$ cat src/rtl/acc_pkg.sv
// rtl/acc_pkg.sv - shared kernel one-hot codes and scheduler state encoding
package acc_pkg;

    localparam logic [2:0] KER_FIR  = 3'b001;
    localparam logic [2:0] KER_MAT  = 3'b010;
    localparam logic [2:0] KER_SORT = 3'b100;

    typedef enum logic [1:0] {
        IDLE   = 2'd0,
        ISSUE  = 2'd1,
        RUN    = 2'd2,
        RETIRE = 2'd3
    } state_t;

endpackage

$ cat src/rtl/rr_arbiter3.sv
// rtl/rr_arbiter3.sv - 3-way round-robin pick; the bit after last_i has top priority
module rr_arbiter3
    import acc_pkg::*;
(
    input  logic [2:0] req_i,
    input  logic [2:0] last_i,
    output logic [2:0] grant_o
);

    always_comb begin
        grant_o = 3'b000;
        unique case (last_i)
            KER_FIR: begin
                if      (req_i[1]) grant_o = KER_MAT;
                else if (req_i[2]) grant_o = KER_SORT;
                else if (req_i[0]) grant_o = KER_FIR;
            end
            KER_MAT: begin
                if      (req_i[2]) grant_o = KER_SORT;
                else if (req_i[0]) grant_o = KER_FIR;
                else if (req_i[1]) grant_o = KER_MAT;
            end
            default: begin
                if      (req_i[0]) grant_o = KER_FIR;
                else if (req_i[1]) grant_o = KER_MAT;
                else if (req_i[2]) grant_o = KER_SORT;
            end
        endcase
    end

endmodule

$ cat src/rtl/acc_sched.sv
// rtl/acc_sched.sv - accelerator job scheduler; ACC_SCHED_TIMEOUT_EN adds a watchdog
module acc_sched
    import acc_pkg::*;
#(
    parameter int TIMEOUT_W = 16
) (
    input  logic                 clk,
    input  logic                 rst_n,
    input  logic [2:0]           req_valid,
    output logic [2:0]           req_ready,
    output logic [2:0]           cmp_valid,
    output logic                 cmp_err,
    output logic [2:0]           acc_ap_start,
    input  logic                 acc_ap_idle,
    input  logic [2:0]           acc_ap_done,
    input  logic                 mon_tvalid,
    input  logic                 mon_tready,
    input  logic                 mon_tlast,
    input  logic [TIMEOUT_W-1:0] timeout_cycles,
    output logic                 busy,
    output logic [2:0]           cur_job
);

    state_t     state_q, state_d;
    logic [2:0] cur_job_q, cur_job_d;
    logic [2:0] last_q, last_d;
    logic       done_seen_q, done_seen_d;
    logic       last_seen_q, last_seen_d;
    logic [2:0] req_ready_q, req_ready_d;
    logic [2:0] cmp_valid_q, cmp_valid_d;
    logic       cmp_err_q, cmp_err_d;
    logic [2:0] start_q, start_d;
    logic       busy_q, busy_d;
    logic [2:0] grant;
    logic       wd_hit;

    rr_arbiter3 u_arb (
        .req_i   (req_valid),
        .last_i  (last_q),
        .grant_o (grant)
    );

`ifdef ACC_SCHED_TIMEOUT_EN
    logic [TIMEOUT_W-1:0] wd_q, wd_d;

    // wd_d is the 1-based count of ISSUE+RUN cycles including the current one
    always_comb begin
        wd_d   = '0;
        wd_hit = 1'b0;
        if (state_q == ISSUE || state_q == RUN) begin
            wd_d   = (wd_q == '1) ? wd_q : wd_q + {{(TIMEOUT_W-1){1'b0}}, 1'b1};
            wd_hit = (timeout_cycles != '0) && (wd_d >= timeout_cycles);
        end
    end

    always_ff @(posedge clk or negedge rst_n) begin
        if (!rst_n) wd_q <= '0;
        else        wd_q <= wd_d;
    end
`else
    logic unused_timeout;
    assign unused_timeout = ^timeout_cycles;
    assign wd_hit         = 1'b0;
`endif

    always_comb begin
        state_d     = state_q;
        cur_job_d   = cur_job_q;
        last_d      = last_q;
        done_seen_d = done_seen_q;
        last_seen_d = last_seen_q;
        req_ready_d = 3'b000;
        cmp_valid_d = 3'b000;
        cmp_err_d   = 1'b0;
        unique case (state_q)
            IDLE: begin
                if (req_valid != 3'b000) begin
                    state_d     = ISSUE;
                    cur_job_d   = grant;
                    req_ready_d = grant;
                end
            end
            ISSUE: begin
                if (wd_hit) begin
                    state_d     = RETIRE;
                    cmp_valid_d = cur_job_q;
                    cmp_err_d   = 1'b1;
                end else if (!acc_ap_idle) begin
                    state_d = RUN;
                end
            end
            RUN: begin
                if ((acc_ap_done & cur_job_q) != 3'b000)   done_seen_d = 1'b1;
                if (mon_tvalid && mon_tready && mon_tlast) last_seen_d = 1'b1;
                // a genuine completion in the same cycle as the timeout wins
                if (done_seen_d && last_seen_d) begin
                    state_d     = RETIRE;
                    cmp_valid_d = cur_job_q;
                end else if (wd_hit) begin
                    state_d     = RETIRE;
                    cmp_valid_d = cur_job_q;
                    cmp_err_d   = 1'b1;
                end
            end
            RETIRE: begin
                state_d     = IDLE;
                last_d      = cur_job_q;
                cur_job_d   = 3'b000;
                done_seen_d = 1'b0;
                last_seen_d = 1'b0;
            end
            default: state_d = IDLE;
        endcase
        start_d = (state_d == ISSUE) ? cur_job_d : 3'b000;
        busy_d  = (state_d != IDLE);
    end

    always_ff @(posedge clk or negedge rst_n) begin
        if (!rst_n) begin
            state_q     <= IDLE;
            cur_job_q   <= 3'b000;
            last_q      <= KER_SORT;
            done_seen_q <= 1'b0;
            last_seen_q <= 1'b0;
            req_ready_q <= 3'b000;
            cmp_valid_q <= 3'b000;
            cmp_err_q   <= 1'b0;
            start_q     <= 3'b000;
            busy_q      <= 1'b0;
        end else begin
            state_q     <= state_d;
            cur_job_q   <= cur_job_d;
            last_q      <= last_d;
            done_seen_q <= done_seen_d;
            last_seen_q <= last_seen_d;
            req_ready_q <= req_ready_d;
            cmp_valid_q <= cmp_valid_d;
            cmp_err_q   <= cmp_err_d;
            start_q     <= start_d;
            busy_q      <= busy_d;
        end
    end

    assign req_ready    = req_ready_q;
    assign cmp_valid    = cmp_valid_q;
    assign cmp_err      = cmp_err_q;
    assign acc_ap_start = start_q;
    assign busy         = busy_q;
    assign cur_job      = cur_job_q;

endmodule

$ cat config.mk
export PLATFORM = sky130hd
export DESIGN_NAME = acc_sched
export DESIGN_NICKNAME = d
export VERILOG_FILES = /design/src/rtl/acc_pkg.sv /design/src/rtl/rr_arbiter3.sv /design/src/rtl/acc_sched.sv
export SDC_FILE = /design/constraint.sdc
export NUM_CORES = 1
export LEC_CHECK = 0
export ABC_AREA = 1
export BUFFER_PORTS_ARGS = -buffer_cell sky130_fd_sc_hd__clkbuf_2
export CAP_MARGIN = 0
export CORE_MARGIN = 5
export CORE_UTILIZATION = 35
export DETAILED_ROUTE_END_ITERATION = 16
export HOLD_SLACK_MARGIN = 0.02
export SLEW_MARGIN = 5
export SYNTH_ARGS = -nofsm -noshare
export SYNTH_HDL_FRONTEND = slang
export SYNTH_SLANG_ARGS = --single-unit
$ cat constraint.sdc
create_clock -name clk -period 1.7 [get_ports clk]
set_input_delay 0.34 -clock clk [delete_from_list [all_inputs] [get_ports clk]]
set_output_delay 0.34 -clock clk [all_outputs]
set_load 0.02 [all_outputs]
==> reports/results.tsv <==
metric	value	unit
Worst Setup SP	state_q[0]	
Remaining DRCs	0	
routed via count	822	
Seq/Total Area, Yosys	51.2	%
most frequent cells in the layout	nand2_1 (32), clkbuf_2 (24), dfrtp_1 (19)	
fmax	0.619	GHz
row count	19	
min-delay worst type	in2reg	
detailed router's first-iteration violation count	23	
Sink Count	20	
drt total wl	2.08	mm
final antenna-violating net count	0	
Final Non-Filler Cells	174	
antenna cells	0	
post-synth net total	145	
H-tree levels	1	
Initial Util	36.1	%
met3 Resource Use GR	2.70	%
Die Span Y	62.9	um
status	complete, no violations	
CTS Buffer Depth	2	
vias in the first global route	787	
placed instance area	1130	um^2
Total GRT Usage	10.6	%
layout cells sized above 1	25.9	%
Inst Count DP	167	
TritonCTS clock tree	built	
fillers	267	
most common cell after layout, fill and taps aside	nand2_1	
grt ovf	0	
first-pass GRT wire length	3.38	mm
CP Launch Type	flip-flop	
hold path startpoint	req_valid[0]	
Setup Crit Path Kind	reg2reg	
core region area	2710	um^2
CP Capture Type	flip-flop	
Worst IR Drop VDD	0.781	mV
initial antenna violation count	0	
fin crit period	1.62	ns
unrepaired setup endpoints after global routing	no	
skew final	0.00653	ns
final slew viol count	0	
DRT Pass-1 Iters	6	
crit-path max FO	5	
Gate Count Post-Synth	113	
syn_area_per_cell	8.67	um^2
Worst EP arrival	1.82	ns
largest net degree at the start of global routing	21	
Util after Layout	44.7	%
Clock transition at path regs	0.12	ns
library cells used by synthesis	21	
PD cells	1660	nW/um^2
die width	62.9	um
GRT met2 Usage	17.3	%
reg2reg start	state_q[0]	
GR Util met1	13.0	%
Synth Register Bits	20	
area delta synth->final	23.8	%
Max-cap violations	0	
GP Congestion	0.726	
DP Wirelength	1.56	mm
Design Area, Final	1210	um^2
port bufs	24	
routed vias/inst	4.72	
final setup violation count	0	
final hold vios	0	
worst-skew pair later-pin latency	0.30	ns
Die ar.	3960	um^2
GRT Max-Usage Layer	met2	
Leak Pwr	0.668	nW
CP Data Required Time	1.90	ns
Routed WL per cell	11.9	um
Final period util	95.0	%
nets	176	
io pins	42	
post-synthesis cell area	980	um^2
setup_tns	0	ns
CTS Buf Count	3	
Clock Tree Root	clkbuf_4	
warnings from Yosys	0	
report_power, final:
| group | internal (mW) | switching, mW |
|---|---|---|
| clock | 0.238 | 0.151 |
| sequential | 0.620 | 0.105 |
| combinational | 0.329 | 0.575 |
repair_timing:
action                                 in CTS  in global routing
buffers inserted                            0                  2
endpoints found under the hold margin      19                  0
hold buffers                                1                  0
setup endpoints to repair                   0                  4
gates resized for setup                     0                  1
per-layer routing:
metal | vias up | share of wire (%)
li1 | 418 | -
met1 | 379 | 46
met2 | 23 | 48
met3 | 2 | 5.8
met4 | 0 | 0.43
met5 | - | 0
worst paths after layout:
path                                   end  slack [ns]  cells past startpoint
min                           req_ready[0]        0.35                      3
min in group asynchronous  acc_ap_start[1]        0.52                      2
max reg2reg                           busy        0.08                      7
max                                   busy        0.08                      7
min reg2reg                    done_seen_q        0.56                      2
max in group asynchronous        last_q[2]        0.83                      2
cells in the mapped netlist, drive strengths merged:
master,count,area share (%)
nor3b,1,0.77
nand3,10,6.1
a21oi,6,3.1
nand4,1,0.64
o211ai,1,0.77
conb,1,0.38
inv,14,5.4
nand2,32,12
a21boi,2,2.7
o21ai,6,3.1
nor2,12,6.3
dfrtp,19,49
ha,4,5.1
dfstp,1,2.7
or2,2,1.5
buf,1,0.77
registers in the layout, summed over array words and instances (netlist names):
name and count:
cmp_valid 3, acc_ap_start 3, cur_job 3, done_seen_q 1
last_seen_q 1, busy 1, req_ready 3, state_q 2
last_q 3
per-stage QoR:
stage / hold slack [ns] / total power [mW] / worst slack (ns)
2_1_floorplan: 0.0444 / 1.34 / 0.245
3_3_place_gp: 0.321 / 1.56 / 0.139
3_5_place_dp: 0.333 / 1.58 / 0.105
4_1_cts: 0.334 / 1.98 / 0.0780
5_1_grt: 0.360 / 2.18 / 0.00462
6_report: 0.347 / 2.02 / 0.0850
cells by family after synthesis:
logic type	share of synthesized area, %
AO/OA/AOI/OAI	9.58
adder cells (fa/ha/maj)	5.11
buffers and inverters	6.13
flip-flops	51.2
other	0.383
AND/OR/NAND/NOR	27.6
critical path: stages (launching register included):
cell and delay (ns):
dfrtp_1 0.43, inv_1 0.11, ha_1 0.28, o21ai_0 0.21
nand2_1 0.09, nand2_1 0.11, inv_1 0.06, or2_1 0.23
cell type report:
cell class / count / area [um^2] / area share, %
Multi-Input combinational cell: 78 / 422 / 34.8
Tap cell: 31 / 38.8 / 3.20
Sequential cell: 20 / 502 / 41.4
Timing Repair Buffer: 27 / 145 / 12.0
Clock buffer: 3 / 22.5 / 1.86
Clock inverter: 1 / 30.0 / 2.48
Inverter: 14 / 52.6 / 4.33
(Power assumes the default switching activity.)
